===== src/rtl/vga_scanout_if.sv =====
// Shared pixel-colour type plus the scanout bundle: frame-memory read port and video outputs.
// Master is the scanout engine; slave is the frame memory / DAC side.
package vga_scanout_pkg;
  typedef struct packed {
    logic [3:0] r;
    logic [3:0] g;
    logic [3:0] b;
  } vga_color_t;
endpackage

interface vga_scanout_if;
  import vga_scanout_pkg::*;

  logic [7:0] o_pxlX;
  logic [7:0] o_pxlY;
  vga_color_t i_color;
  vga_color_t o_color;
  logic       o_hsync;
  logic       o_vsync;
  logic       o_de;
  logic       o_vblank;
  logic       o_frame_start;
`ifdef VGA_SCANOUT_IRQ_EN
  logic       o_vblank_irq;
`endif

  modport master (
    input  i_color,
    output o_pxlX, o_pxlY, o_color, o_hsync, o_vsync, o_de, o_vblank, o_frame_start
`ifdef VGA_SCANOUT_IRQ_EN
    , output o_vblank_irq
`endif
  );

  modport slave (
    output i_color,
    input  o_pxlX, o_pxlY, o_color, o_hsync, o_vsync, o_de, o_vblank, o_frame_start
`ifdef VGA_SCANOUT_IRQ_EN
    , input o_vblank_irq
`endif
  );
endinterface


===== src/rtl/vga_scanout.sv =====
// VGA timing generator and scanout; optional vblank IRQ output behind VGA_SCANOUT_IRQ_EN.
// Latency: pixel request same cycle as count; colour/sync/de appear RD_LAT+1 cycles after the count.
// Backpressure: i_en=0 freezes the counters; the video pipeline keeps shifting and settles on the held pixel.
module vga_scanout
  import vga_scanout_pkg::*;
#(
  parameter int H_ACTIVE    = 640,
  parameter int H_FP        = 16,
  parameter int H_SYNC      = 96,
  parameter int H_BP        = 48,
  parameter int V_ACTIVE    = 480,
  parameter int V_FP        = 10,
  parameter int V_SYNC      = 2,
  parameter int V_BP        = 33,
  parameter int SCALE_SHIFT = 2,
  parameter int RD_LAT      = 1
) (
  input  logic          i_clk,
  input  logic          i_reset_n,
  input  logic          i_en,
  vga_scanout_if.master bus
);
  localparam int H_TOTAL = H_ACTIVE + H_FP + H_SYNC + H_BP;
  localparam int V_TOTAL = V_ACTIVE + V_FP + V_SYNC + V_BP;
  localparam int HW      = $clog2(H_TOTAL + 1);
  localparam int VW      = $clog2(V_TOTAL + 1);

  localparam logic [HW-1:0] H_LAST = HW'(H_TOTAL - 1);
  localparam logic [HW-1:0] H_ACT  = HW'(H_ACTIVE);
  localparam logic [HW-1:0] H_SS   = HW'(H_ACTIVE + H_FP);
  localparam logic [HW-1:0] H_SE   = HW'(H_ACTIVE + H_FP + H_SYNC);
  localparam logic [VW-1:0] V_LAST = VW'(V_TOTAL - 1);
  localparam logic [VW-1:0] V_ACT  = VW'(V_ACTIVE);
  localparam logic [VW-1:0] V_SS   = VW'(V_ACTIVE + V_FP);
  localparam logic [VW-1:0] V_SE   = VW'(V_ACTIVE + V_FP + V_SYNC);

  // Video stage layout: {hsync_n, vsync_n, de}; blanked value has both syncs high.
  localparam logic [2:0] VID_IDLE = 3'b110;

  logic [HW-1:0] h_q, h_d, h_scaled;
  logic [VW-1:0] v_q, v_d, v_scaled;
  logic [7:0]    pxl_x_q, pxl_x_d;
  logic [7:0]    pxl_y_q, pxl_y_d;
  logic          vblank_q, vblank_d;
  logic          frame_start_q, frame_start_d;
  logic          active_d;
  logic [2:0]    vid_raw;
  logic [RD_LAT:0][2:0]   vid_q;
  logic [RD_LAT+1:0][2:0] vid_tap;
  vga_color_t    color_q, color_d;

  always_comb begin
    h_d = h_q;
    v_d = v_q;
    if (i_en) begin
      if (h_q == H_LAST) begin
        h_d = '0;
        v_d = (v_q == V_LAST) ? '0 : v_q + 1'b1;
      end else begin
        h_d = h_q + 1'b1;
      end
    end
  end

  // Request coordinates come from the next count so they line up with the count once registered.
  always_comb begin
    active_d      = (h_d < H_ACT) && (v_d < V_ACT);
    h_scaled      = h_d >> SCALE_SHIFT;
    v_scaled      = v_d >> SCALE_SHIFT;
    pxl_x_d       = active_d ? 8'(h_scaled) : 8'd0;
    pxl_y_d       = active_d ? 8'(v_scaled) : 8'd0;
    vblank_d      = (v_d >= V_ACT);
    frame_start_d = i_en && (h_d == '0) && (v_d == '0);
  end

  // Tap RD_LAT gates the memory data arriving now; tap RD_LAT+1 lines up with registered colour.
  always_comb begin
    vid_raw = {~((h_q >= H_SS) && (h_q < H_SE)),
               ~((v_q >= V_SS) && (v_q < V_SE)),
               (h_q < H_ACT) && (v_q < V_ACT)};
    vid_tap = {vid_q, vid_raw};
    color_d = vid_tap[RD_LAT][0] ? bus.i_color : '0;
  end

  always_ff @(posedge i_clk or negedge i_reset_n) begin
    if (!i_reset_n) begin
      h_q           <= '0;
      v_q           <= '0;
      pxl_x_q       <= '0;
      pxl_y_q       <= '0;
      vblank_q      <= 1'b0;
      frame_start_q <= 1'b0;
      vid_q         <= {(RD_LAT + 1){VID_IDLE}};
      color_q       <= '0;
    end else begin
      h_q           <= h_d;
      v_q           <= v_d;
      pxl_x_q       <= pxl_x_d;
      pxl_y_q       <= pxl_y_d;
      vblank_q      <= vblank_d;
      frame_start_q <= frame_start_d;
      vid_q         <= vid_tap[RD_LAT:0];
      color_q       <= color_d;
    end
  end

  assign bus.o_pxlX        = pxl_x_q;
  assign bus.o_pxlY        = pxl_y_q;
  assign bus.o_vblank      = vblank_q;
  assign bus.o_frame_start = frame_start_q;
  assign bus.o_hsync       = vid_q[RD_LAT][2];
  assign bus.o_vsync       = vid_q[RD_LAT][1];
  assign bus.o_de          = vid_q[RD_LAT][0];
  assign bus.o_color       = color_q;

`ifdef VGA_SCANOUT_IRQ_EN
  logic vblank_irq_q;

  always_ff @(posedge i_clk or negedge i_reset_n) begin
    if (!i_reset_n) begin
      vblank_irq_q <= 1'b0;
    end else begin
      vblank_irq_q <= i_en && (h_d == '0) && (v_d == V_ACT);
    end
  end

  assign bus.o_vblank_irq = vblank_irq_q;
`endif
endmodule


===== src/flat_wrapper.sv =====
// flat-port wrapper written by rule: the top's interface ports become plain ports
module vga_scanout_flat import vga_scanout_pkg::*;
#(
  parameter int H_ACTIVE    = 640,
  parameter int H_FP        = 16,
  parameter int H_SYNC      = 96,
  parameter int H_BP        = 48,
  parameter int V_ACTIVE    = 480,
  parameter int V_FP        = 10,
  parameter int V_SYNC      = 2,
  parameter int V_BP        = 33,
  parameter int SCALE_SHIFT = 2,
  parameter int RD_LAT      = 1
)
  (i_clk, i_reset_n, i_en, bus_i_color, bus_o_pxlX, bus_o_pxlY, bus_o_color, bus_o_hsync, bus_o_vsync, bus_o_de, bus_o_vblank, bus_o_frame_start);
  vga_scanout_if bus_i ();
  input  logic i_clk;
  input  logic i_reset_n;
  input  logic i_en;
  input wire logic [$bits(bus_i.i_color)-1:0] bus_i_color;
  output wire logic [$bits(bus_i.o_pxlX)-1:0] bus_o_pxlX;
  output wire logic [$bits(bus_i.o_pxlY)-1:0] bus_o_pxlY;
  output wire logic [$bits(bus_i.o_color)-1:0] bus_o_color;
  output wire logic [$bits(bus_i.o_hsync)-1:0] bus_o_hsync;
  output wire logic [$bits(bus_i.o_vsync)-1:0] bus_o_vsync;
  output wire logic [$bits(bus_i.o_de)-1:0] bus_o_de;
  output wire logic [$bits(bus_i.o_vblank)-1:0] bus_o_vblank;
  output wire logic [$bits(bus_i.o_frame_start)-1:0] bus_o_frame_start;
  assign bus_i.i_color = bus_i_color;
  assign bus_o_pxlX = bus_i.o_pxlX;
  assign bus_o_pxlY = bus_i.o_pxlY;
  assign bus_o_color = bus_i.o_color;
  assign bus_o_hsync = bus_i.o_hsync;
  assign bus_o_vsync = bus_i.o_vsync;
  assign bus_o_de = bus_i.o_de;
  assign bus_o_vblank = bus_i.o_vblank;
  assign bus_o_frame_start = bus_i.o_frame_start;
  vga_scanout #(.H_ACTIVE(H_ACTIVE), .H_FP(H_FP), .H_SYNC(H_SYNC), .H_BP(H_BP), .V_ACTIVE(V_ACTIVE), .V_FP(V_FP), .V_SYNC(V_SYNC), .V_BP(V_BP), .SCALE_SHIFT(SCALE_SHIFT), .RD_LAT(RD_LAT)) u_core (.i_clk(i_clk), .i_reset_n(i_reset_n), .i_en(i_en), .bus(bus_i));
endmodule

===== config.mk =====
export PLATFORM = sky130hd
export DESIGN_NAME = vga_scanout_flat
export DESIGN_NICKNAME = d
export VERILOG_FILES = /design/src/rtl/vga_scanout_if.sv /design/src/rtl/vga_scanout.sv /design/src/flat_wrapper.sv
export SDC_FILE = /design/constraint.sdc
export NUM_CORES = 1
export LEC_CHECK = 0
export BUFFER_PORTS_ARGS = -buffer_cell sky130_fd_sc_hd__buf_2
export CORE_AREA = 4 4 77 79
export CTS_CLUSTER_DIAMETER = 50
export DETAILED_ROUTE_END_ITERATION = 10
export DIE_AREA = 0 0 81 83
export PLACE_DENSITY = 0.8
export SETUP_SLACK_MARGIN = 0.2
export SLEW_MARGIN = 25
export SYNTH_ARGS = -nofsm -noshare
export SYNTH_HDL_FRONTEND = slang
export SYNTH_SLANG_ARGS = --single-unit
export TNS_END_PERCENT = 50

===== constraint.sdc =====
create_clock -name i_clk -period 2.5 [get_ports i_clk]
set_clock_uncertainty 0.15 [all_clocks]
set_input_delay 0.25 -clock i_clk [delete_from_list [all_inputs] [get_ports i_clk]]
set_output_delay 0.25 -clock i_clk [all_outputs]
set_load 0.02 [all_outputs]

# Word level (Yosys, flattened, before mapping)
# Cells that the tools add are included.
word_totals:
  regBits: 56
  input_bits: 15
  output_inout_bits: 33
classes:
  addsub: 2
  magnitude_cmp: 9
  eq_ne: 2
  mux: 8
  n_bitwise: 2
  n_reduce_logical: 8
ops:
  columns: ["op", "count"]
  rows:
  - ["10-bit 2-to-1 mux", 5]
  - ["10-bit < comparator, second input constant", 3]
  - ["10-bit by 9-bit < comparator with 1-bit output, second input constant", 3]
  - ["10-bit by 1-bit adder with 10-bit output, second input constant", 2]
  - ["10-bit equality test, second input constant", 2]
  - ["10-bit by 9-bit greater-or-equal comparator with 1-bit output, second input constant", 2]
  - ["10-bit logical NOT", 2]
  - ["8-bit 2-to-1 mux", 2]
  - ["12-bit 2-to-1 mux", 1]
  - ["10-bit greater-or-equal comparator, second input constant", 1]
  - ["1-bit logical AND", 6]
  - ["1-bit inverter", 2]

# Longest topological paths before layout
# Gate-level depths: netlist of the first run.
logic_depth:
  word_depth: 7
  mapped_depth: 8

# Least setup slack after synthesis of the first run
# No wires, ideal clock.
synth_timing:
  kind: "flip-flop to flip-flop"
  startpoint: "register u_core.h_q[0]"
  endpoint: "register u_core.pxl_y_q[3] (netlist: u_core.bus.o_pxlY[3])"
  arrival_ns: 2.081
  slack_ns: 0.128
  stages_incl_launch_ff: 9
  period_less_slack_ns: 2.372
  cell_sequence: "dfrtp_1 -> ha_1 -> nand3_1 -> nor3_4 -> nand3_1 -> xor2_1 -> o41ai_4 -> buf_6 -> nor3_1"
synth_between:
  elab_chain_len: 6
synth_rtl:
  columns: ["item", "line_no", "source"]
  rows:
  - ["start: declaration", "vga_scanout.sv:40", "logic [HW-1:0] h_q, h_d, h_scaled;"]
  - ["start signal: assignment", "vga_scanout.sv:87", "h_q <= '0;"]
  - ["start signal: assignment", "vga_scanout.sv:96", "h_q <= h_d;"]
  - ["10-bit by 1-bit adder with 10-bit output or 10-bit equality test (tied branches)", "vga_scanout.sv:60, vga_scanout.sv:56", null]
  - ["10-bit 2-to-1 mux", "vga_scanout.sv:56", "if (h_q == H_LAST) begin"]
  - ["10-bit 2-to-1 mux", "vga_scanout.sv:55", "if (i_en) begin"]
  - ["10-bit < comparator or 10-bit by 9-bit < comparator with 1-bit output (tied branches)", "vga_scanout.sv:67", "active_d = (h_d < H_ACT) && (v_d < V_ACT);"]
  - ["1-bit logical AND", "vga_scanout.sv:67", null]
  - ["8-bit 2-to-1 mux *", "vga_scanout.sv:71", "pxl_y_d = active_d ? 8'(v_scaled) : 8'd0;"]
  - ["via u_core.pxl_y_d[3]", "vga_scanout.sv:43", "logic [7:0] pxl_y_q, pxl_y_d;"]
  - ["end signal: assignment", "vga_scanout.sv:99", "pxl_y_q <= pxl_y_d;"]
  - ["end: declaration", "vga_scanout.sv:43", null]
# Mark *: on every way through the listed nets, which the timed path passes. The rest lies on a longest branch.

# Worst setup path after layout of the first run
layout_timing:
  startpoint: "register u_core.h_q[0]"
  endpoint: "register u_core.frame_start_q (netlist: u_core.bus.o_frame_start)"
layout_between:
  elab_chain_len: 6
layout_rtl:
  columns: ["item", "line_no", "source"]
  rows:
  - ["10-bit by 1-bit adder with 10-bit output or 10-bit equality test (tied branches)", "vga_scanout.sv:60, vga_scanout.sv:56", null]
  - ["10-bit 2-to-1 mux", "vga_scanout.sv:56", null]
  - ["10-bit 2-to-1 mux", "vga_scanout.sv:55", null]
  - ["10-bit logical NOT", "vga_scanout.sv:73", "frame_start_d = i_en && (h_d == '0) && (v_d == '0);"]
  - ["1-bit logical AND", "vga_scanout.sv:73", null]
  - ["1-bit logical AND *", "vga_scanout.sv:73", null]
  - ["via u_core.frame_start_d", "vga_scanout.sv:45", "logic frame_start_q, frame_start_d;"]
  - ["end signal: assignment", "vga_scanout.sv:101", "frame_start_q <= frame_start_d;"]
  - ["end: declaration", "vga_scanout.sv:45", null]
# Marks and branches as above.

==> flow_summary.ini, run 1 <==
[worst_setup_path]
crit_buf_inv = 1
cp-start-kind = register
end_kind = register
path_class = reg2reg
crit_chain = buf_4, nand4_1, nor2_1, xnor2_2, nand2_1, or4b_1, nor4_1
crit_family = simple AND/OR/NAND/NOR gates
max_stage_delay_ns = 0.52
cp_data_required_time_ns = 2.56
cp.arrival_ns = 2.43
cp_max_fo = 4
crit_slowest_cell = or4b_1

[timing]
slew_violations = 0
slew_headroom_pct = 64.9
fmax_ghz = 0.423
finalHoldViolCount = 0
rsz0062_at_grt = yes
setup_violations = 0
fin_crit_ns = 2.36
fin_crit_sh_pct = 94.5
worstMarginPinSlew_ns = 0.527
fin_setup_tns_ns = 0

[global_routing]
antenna_found_initial = 0
grt_pass1_vias = 1927
grt_max_degree = 25
grt_pass1_wl_um = 8790
overflow = 0
track_usage_pct = 16.7

[placed_design]
io_buffer_count = 47
place_congestion = 0.868
dp.cells = 347
dpl_cell_area_mm2 = 0.00289
place.detailed.hpwl_um = 3950

[route]
drc = 0
wl_per_cell_um = 15.1
vias = 1982
first_pass_iters = 4
drtAntennaViolNets = 0
post_drt_via_cell_ratio = 5.30
drtIter0Drc = 75
wl_um = 5630

[synthesis]
ys_ff_latch = 56
ys_dominant_reg_cell = dfrtp_1
synthArstFlopShare_pct = 100
syn_inst = 222
synth_edf_count = 0
syn_nets = 241
synthesis.area_mm2 = 0.00249
synth.distinct_cells = 51
ys_warn_count = 0
synth.avg_cell_area_um2 = 11.2
yosysSeqAreaShare_pct = 56.4

[die]
io_pins = 48
die_w_um = 81
start_util_pct = 46.7
core_area_mm2 = 0.00534
fp.dieH_um = 83
num_rows = 27
die_area_mm2 = 0.00672

[pwr]
p_leak_nw = 1.52
power_density_mw_per_mm2 = 660
vdd_ir_drop_max_v = 0.000417
finalPower_mw = 2.12

[final_layout]
nFillCells = 454
drive_gt1_share_pct = 35.8
nNetsFinal = 320
area_growth_pct = 28.7
seq_area_mm2 = 0.00141
diodes = 0
final_cells = 374
design_area_mm2 = 0.00321
fin_util_pct = 60.1
multiInputGateArea_mm2 = 0.00104

[clocking]
clock-root-buffer = clkbuf_8
clk_pin_slew_ns = 0.10
clockBufferDepth = 2
cts_tree = yes
clkSinkCount = 56
worst_skew_pair.late_latency_ns = 0.31
numCtsBuffers = 5
htreeDepth = 2

[job]
maxCapViolCount = 0

[status]
status = complete, no violations

[min_path]
hold_path.class = in2reg
-- cell families (layout without fill, tap and decap cells) --
| family | after synthesis | count (layout) | synth area share [%] |
|---|---|---|---|
| mux | 2 | 2 | 0.803 |
| fa+ha+maj | 4 | 4 | 2.01 |
| compound gates | 29 | 29 | 8.43 |
| buf+inv | 25 | 105 | 4.52 |
| flops | 56 | 56 | 56.4 |
| simple gates | 93 | 93 | 23.5 |
| xor+xnor | 12 | 12 | 4.21 |
| other cells | 1 | 1 | 0.150 |
-- area by class of cell --
cell class,instances,area share (%)
Tap cell,72,2.81
Inverter,16,1.87
Sequential cell,56,44.1
Clock buffer,6,2.26
Clock inverter,2,0.507
Timing Repair Buffer,81,16.2
Multi-Input combinational cell,141,32.3
-- Yosys cell counts, types with 2 or more instances --
cell type | number | area [µm²]
o21ai_0 | 10 | 50.1
and2_1 | 14 | 87.6
dfstp_2 | 4 | 105
dfrtp_1 | 52 | 1300
inv_1 | 16 | 60.1
nand3b_1 | 2 | 15.0
ha_1 | 4 | 50.1
o31a_1 | 3 | 26.3
nor3b_1 | 7 | 52.6
nor4_1 | 3 | 18.8
nand3_1 | 7 | 35.0
a21oi_1 | 3 | 15.0
nor2_1 | 10 | 37.5
and3_1 | 3 | 18.8
nand4_1 | 9 | 56.3
xor2_1 | 5 | 43.8
xnor2_1 | 7 | 61.3
nand2_1 | 12 | 45.0
buf_2 | 5 | 25.0
o22ai_1 | 2 | 12.5
or4_1 | 2 | 15.0
mux2i_1 | 2 | 20.0
nor3_1 | 10 | 50.1
o31ai_1 | 3 | 22.5
-- worst reg2reg max path: cells and delay by family (launching register included) --
| kind | cells | cell delay, ns |
|---|---|---|
| XOR/XNOR | 1 | 0.16 |
| flip-flops | 1 | 0.43 |
| AND/OR/NAND/NOR | 5 | 1.40 |
| buffers and inverters | 1 | 0.13 |
-- flip-flops by register name, indices dropped and copies added, names as in the netlist --
name,cells
u_core.bus.o_frame_start,1
u_core.v_q,10
u_core.vid_q,3
u_core.bus.o_pxlX,8
u_core.bus.o_vblank,1
u_core.bus.o_color,12
u_core.bus.o_pxlY,8
u_core.bus.o_de,1
u_core.h_q,10
u_core.bus.o_hsync,1
u_core.bus.o_vsync,1
-- repair_timing --
item / in CTS / in global routing
gates resized for setup: 5 / 12
endpoints found under the hold margin: 27 / 3
setup endpoints to repair: 16 / 16
pin swaps: 2 / 7
hold buffers: 7 / 3
setup buffers: 5 / 4
-- metal layers --
layer	track usage [%]	share of wire, %	up-vias
li1	-	-	934
met1	20.3	41	956
met2	29.1	50	82
met3	4.23	7.2	10
met4	4.45	1.2	0
met5	0	0	-
-- power breakdown --
group / switching (mW) / leakage, nW / total [mW] / internal (mW)
registers: 0.0845 / 0.685 / 1.08 / 0.999
clock network: 0.289 / 0.0414 / 0.489 / 0.200
logic: 0.287 / 0.794 / 0.546 / 0.259
total: 0.660 / 1.52 / 2.12 / 1.46
-- placed cells by master (no fill, tap or decap), drive strengths merged, types with 2 or more instances in the layout --
cell and n:
clkbuf 6, buf 71, or4b 2, nor3b 7
nand2 13, dfrtp 52, o31ai 3, nand3b 2
xor2 5, or4 2, dlygate4sd3 10, and3 4
nor3 12, o22ai 3, o31a 3, ha 4
o21ai 11, nor2 10, and2 14, dfstp 4
nor4 3, mux2i 2, inv 16, nand4 9
nand3 8, a21oi 3, xnor2 7
-- final timing paths --
kind                                 start                  endpoint  slack [ns]  cells past startpoint
setup / recovery             u_core.h_q[0]  u_core.bus.o_frame_start        0.14                      7
hold / removal             bus_i_color[10]    u_core.bus.o_color[10]       0.003                      2
setup reg to reg             u_core.h_q[0]  u_core.bus.o_frame_start        0.14                      7
hold reg to reg            u_core.vid_q[1]        u_core.bus.o_vsync        0.21                      0
max in group asynchronous        i_reset_n           u_core.vid_q[1]        1.22                      3
min in group asynchronous        i_reset_n             u_core.h_q[8]        0.29                      2
-- through the flow --
stage	worst slack (ns)	hold slack, ns
after global routing	0.0592	0.0108
after global placement	0.215	0.0953
after CTS	0.202	0.00260
after detailed placement	0.158	0.104
final	0.137	0.00323
after floorplan	0.227	-0.196
No activity file was read; power rests on OpenSTA's default activity.
==> run 2: changes to the inputs <==
Settings changed: REMOVE_ABC_BUFFERS set to 1.
==> flow_summary.ini, run 2 (synthesis gave the netlist of run 1 again) <==
[pwr]
switching_share_pct = 31.3
vdd_ir_drop_max_v = 0.000418
seq_power_share_pct = 49.9
combPwrFrac_pct = 26.9
internal_power_mw = 1.50
power_density_mw_per_mm2 = 655
switching_power_uw = 684
p_leak_nw = 1.59
p_clk_share_pct = 23.3

[global_routing]
antenna_found_initial = 0
grtUsageMet3_pct = 4.01
grt_busiest_layer = met2
use_met2_pct = 28.6
overflow = 0
track_usage_pct = 17.3
grt.met1_usage_pct = 21.3
grt_pass1_vias = 2029
grt_max_degree = 31
grt_pass1_wl_um = 9270

[route]
first_pass_iters = 5
wl_per_cell_um = 14.9
wl_um = 5720
vias = 1982
post_drt_via_cell_ratio = 5.17
drtAntennaViolNets = 0
drtIter0Drc = 89
drc = 0

[clocking]
clock-root-buffer = clkbuf_8
clockBufferDepth = 2
worst_skew_pair.late_latency_ns = 0.32
cts_tree = yes
htreeDepth = 2
numCtsBuffers = 5
clk_pin_slew_ns = 0.11
clkSinkCount = 56

[worst_setup_path]
end_kind = register
cp.arrival_ns = 2.42
path_class = reg2reg
max_stage_delay_ns = 0.50
cp_max_fo = 4
crit_slowest_cell = or4b_4
cp_data_required_time_ns = 2.58
crit_chain = buf_4, inv_1, ha_1, mux2i_1, nand3_1, o21ai_1, or4b_4, nor4_4
cp-start-kind = register

[timing]
fin_crit_ns = 2.34
holdWs_ns = 0.00583
finalHoldViolCount = 0
fin_setup_tns_ns = 0
rsz0062_at_grt = yes
slew_violations = 0
fmax_ghz = 0.427
fin_crit_sh_pct = 93.6
setup_violations = 0

[die]
fp.dieH_um = 83
die_w_um = 81
core_area_mm2 = 0.00534
die_area_mm2 = 0.00672
num_rows = 27
io_pins = 48
start_util_pct = 46.7

[min_path]
hold_path.class = in2reg

[placed_design]
place_congestion = 0.892
place.detailed.hpwl_um = 3810
io_buffer_count = 47

[status]
status = complete, no violations

[final_layout]
diodes = 0
largest_register_ffs = 12
nNetsFinal = 329
final_cell_mix = buf_2, dfrtp_1, buf_4
area_growth_pct = 33.6
drive_gt1_share_pct = 41.5

[job]
maxCapViolCount = 0
run 2: changes by cell type in the layout (fill, tap and decap cells not counted), sizes merged:
cell	previous run	this run
clkbuf	6	5
dlygate4sd3	10	8
buf	71	82
inv	16	17
run 2: area by class of cell:
type,count,area [µm²]
Clock buffer,5,68.8
Clock inverter,3,27.5
Fill cell,431,2010
Inverter,16,60.1
Multi-Input combinational cell,141,1090
Sequential cell,56,1410
Tap cell,72,90.1
Timing Repair Buffer,90,578
run 2: power by group through the flow:
stage	registers (mW)	logic (mW)	clock network [mW]
CTS	1.09	0.520	0.516
global placement	1.10	0.397	0
finish	1.09	0.586	0.508
floorplan	1.16	0.203	0
detailed placement	1.10	0.410	0
global route	1.10	0.643	0.554
run 2: worst paths after layout:
check / from / slack [ns] / endpoint / cells after the start
max: u_core.h_q[1] / 0.16 / u_core.bus.o_frame_start / 8
min: bus_i_color[6] / 0.006 / u_core.bus.o_color[6] / 2
max reg2reg: u_core.h_q[1] / 0.16 / u_core.bus.o_frame_start / 8
min reg2reg: u_core.vid_q[1] / 0.21 / u_core.bus.o_vsync / 0
max in group asynchronous: i_reset_n / 1.43 / u_core.vid_q[1] / 3
min in group asynchronous: i_reset_n / 0.14 / u_core.bus.o_frame_start / 2
run 2: metal layers:
metal  vias up  wire length [µm]  part of all wire (%)
met5         -                 0                     0
met4         0               109                   1.9
met3        11               407                   7.1
met2        75              2870                    50
met1       952              2330                    41
li1        944                 -                     -
run 2: per-stage QoR:
stage	cell area, µm²	std cells	setup slack (ns)	power [mW]	util (%)
after detailed placement	2870	346	0.0185	1.51	53.8
after global placement	2870	346	0.117	1.50	53.8
after floorplan	2440	213	0.0575	1.36	-
after global routing	3330	383	0.0383	2.30	62.4
after CTS	3150	371	0.206	2.12	59.0
final	3330	383	0.159	2.18	62.4
run 2: worst max-delay path, delay by kind of cell, from the launching register on:
kind	cells	cell delay (ns)
DFF	1	0.41
and+or+nand+nor	3	0.90
adders and majority gates	1	0.22
muxes	1	0.22
AOI/OAI and AO/OA	1	0.16
buffers and inverters	2	0.21
run 2: repair_timing:
| action | in CTS | in global routing |
|---|---|---|
| endpoints found under the hold margin | 54 | 5 |
| hold buffers | 3 | 5 |
| pin swaps | 8 | 9 |
| buffers inserted | 14 | 7 |
| endpoints found under the setup margin | 17 | 17 |
| resized for setup | 11 | 18 |
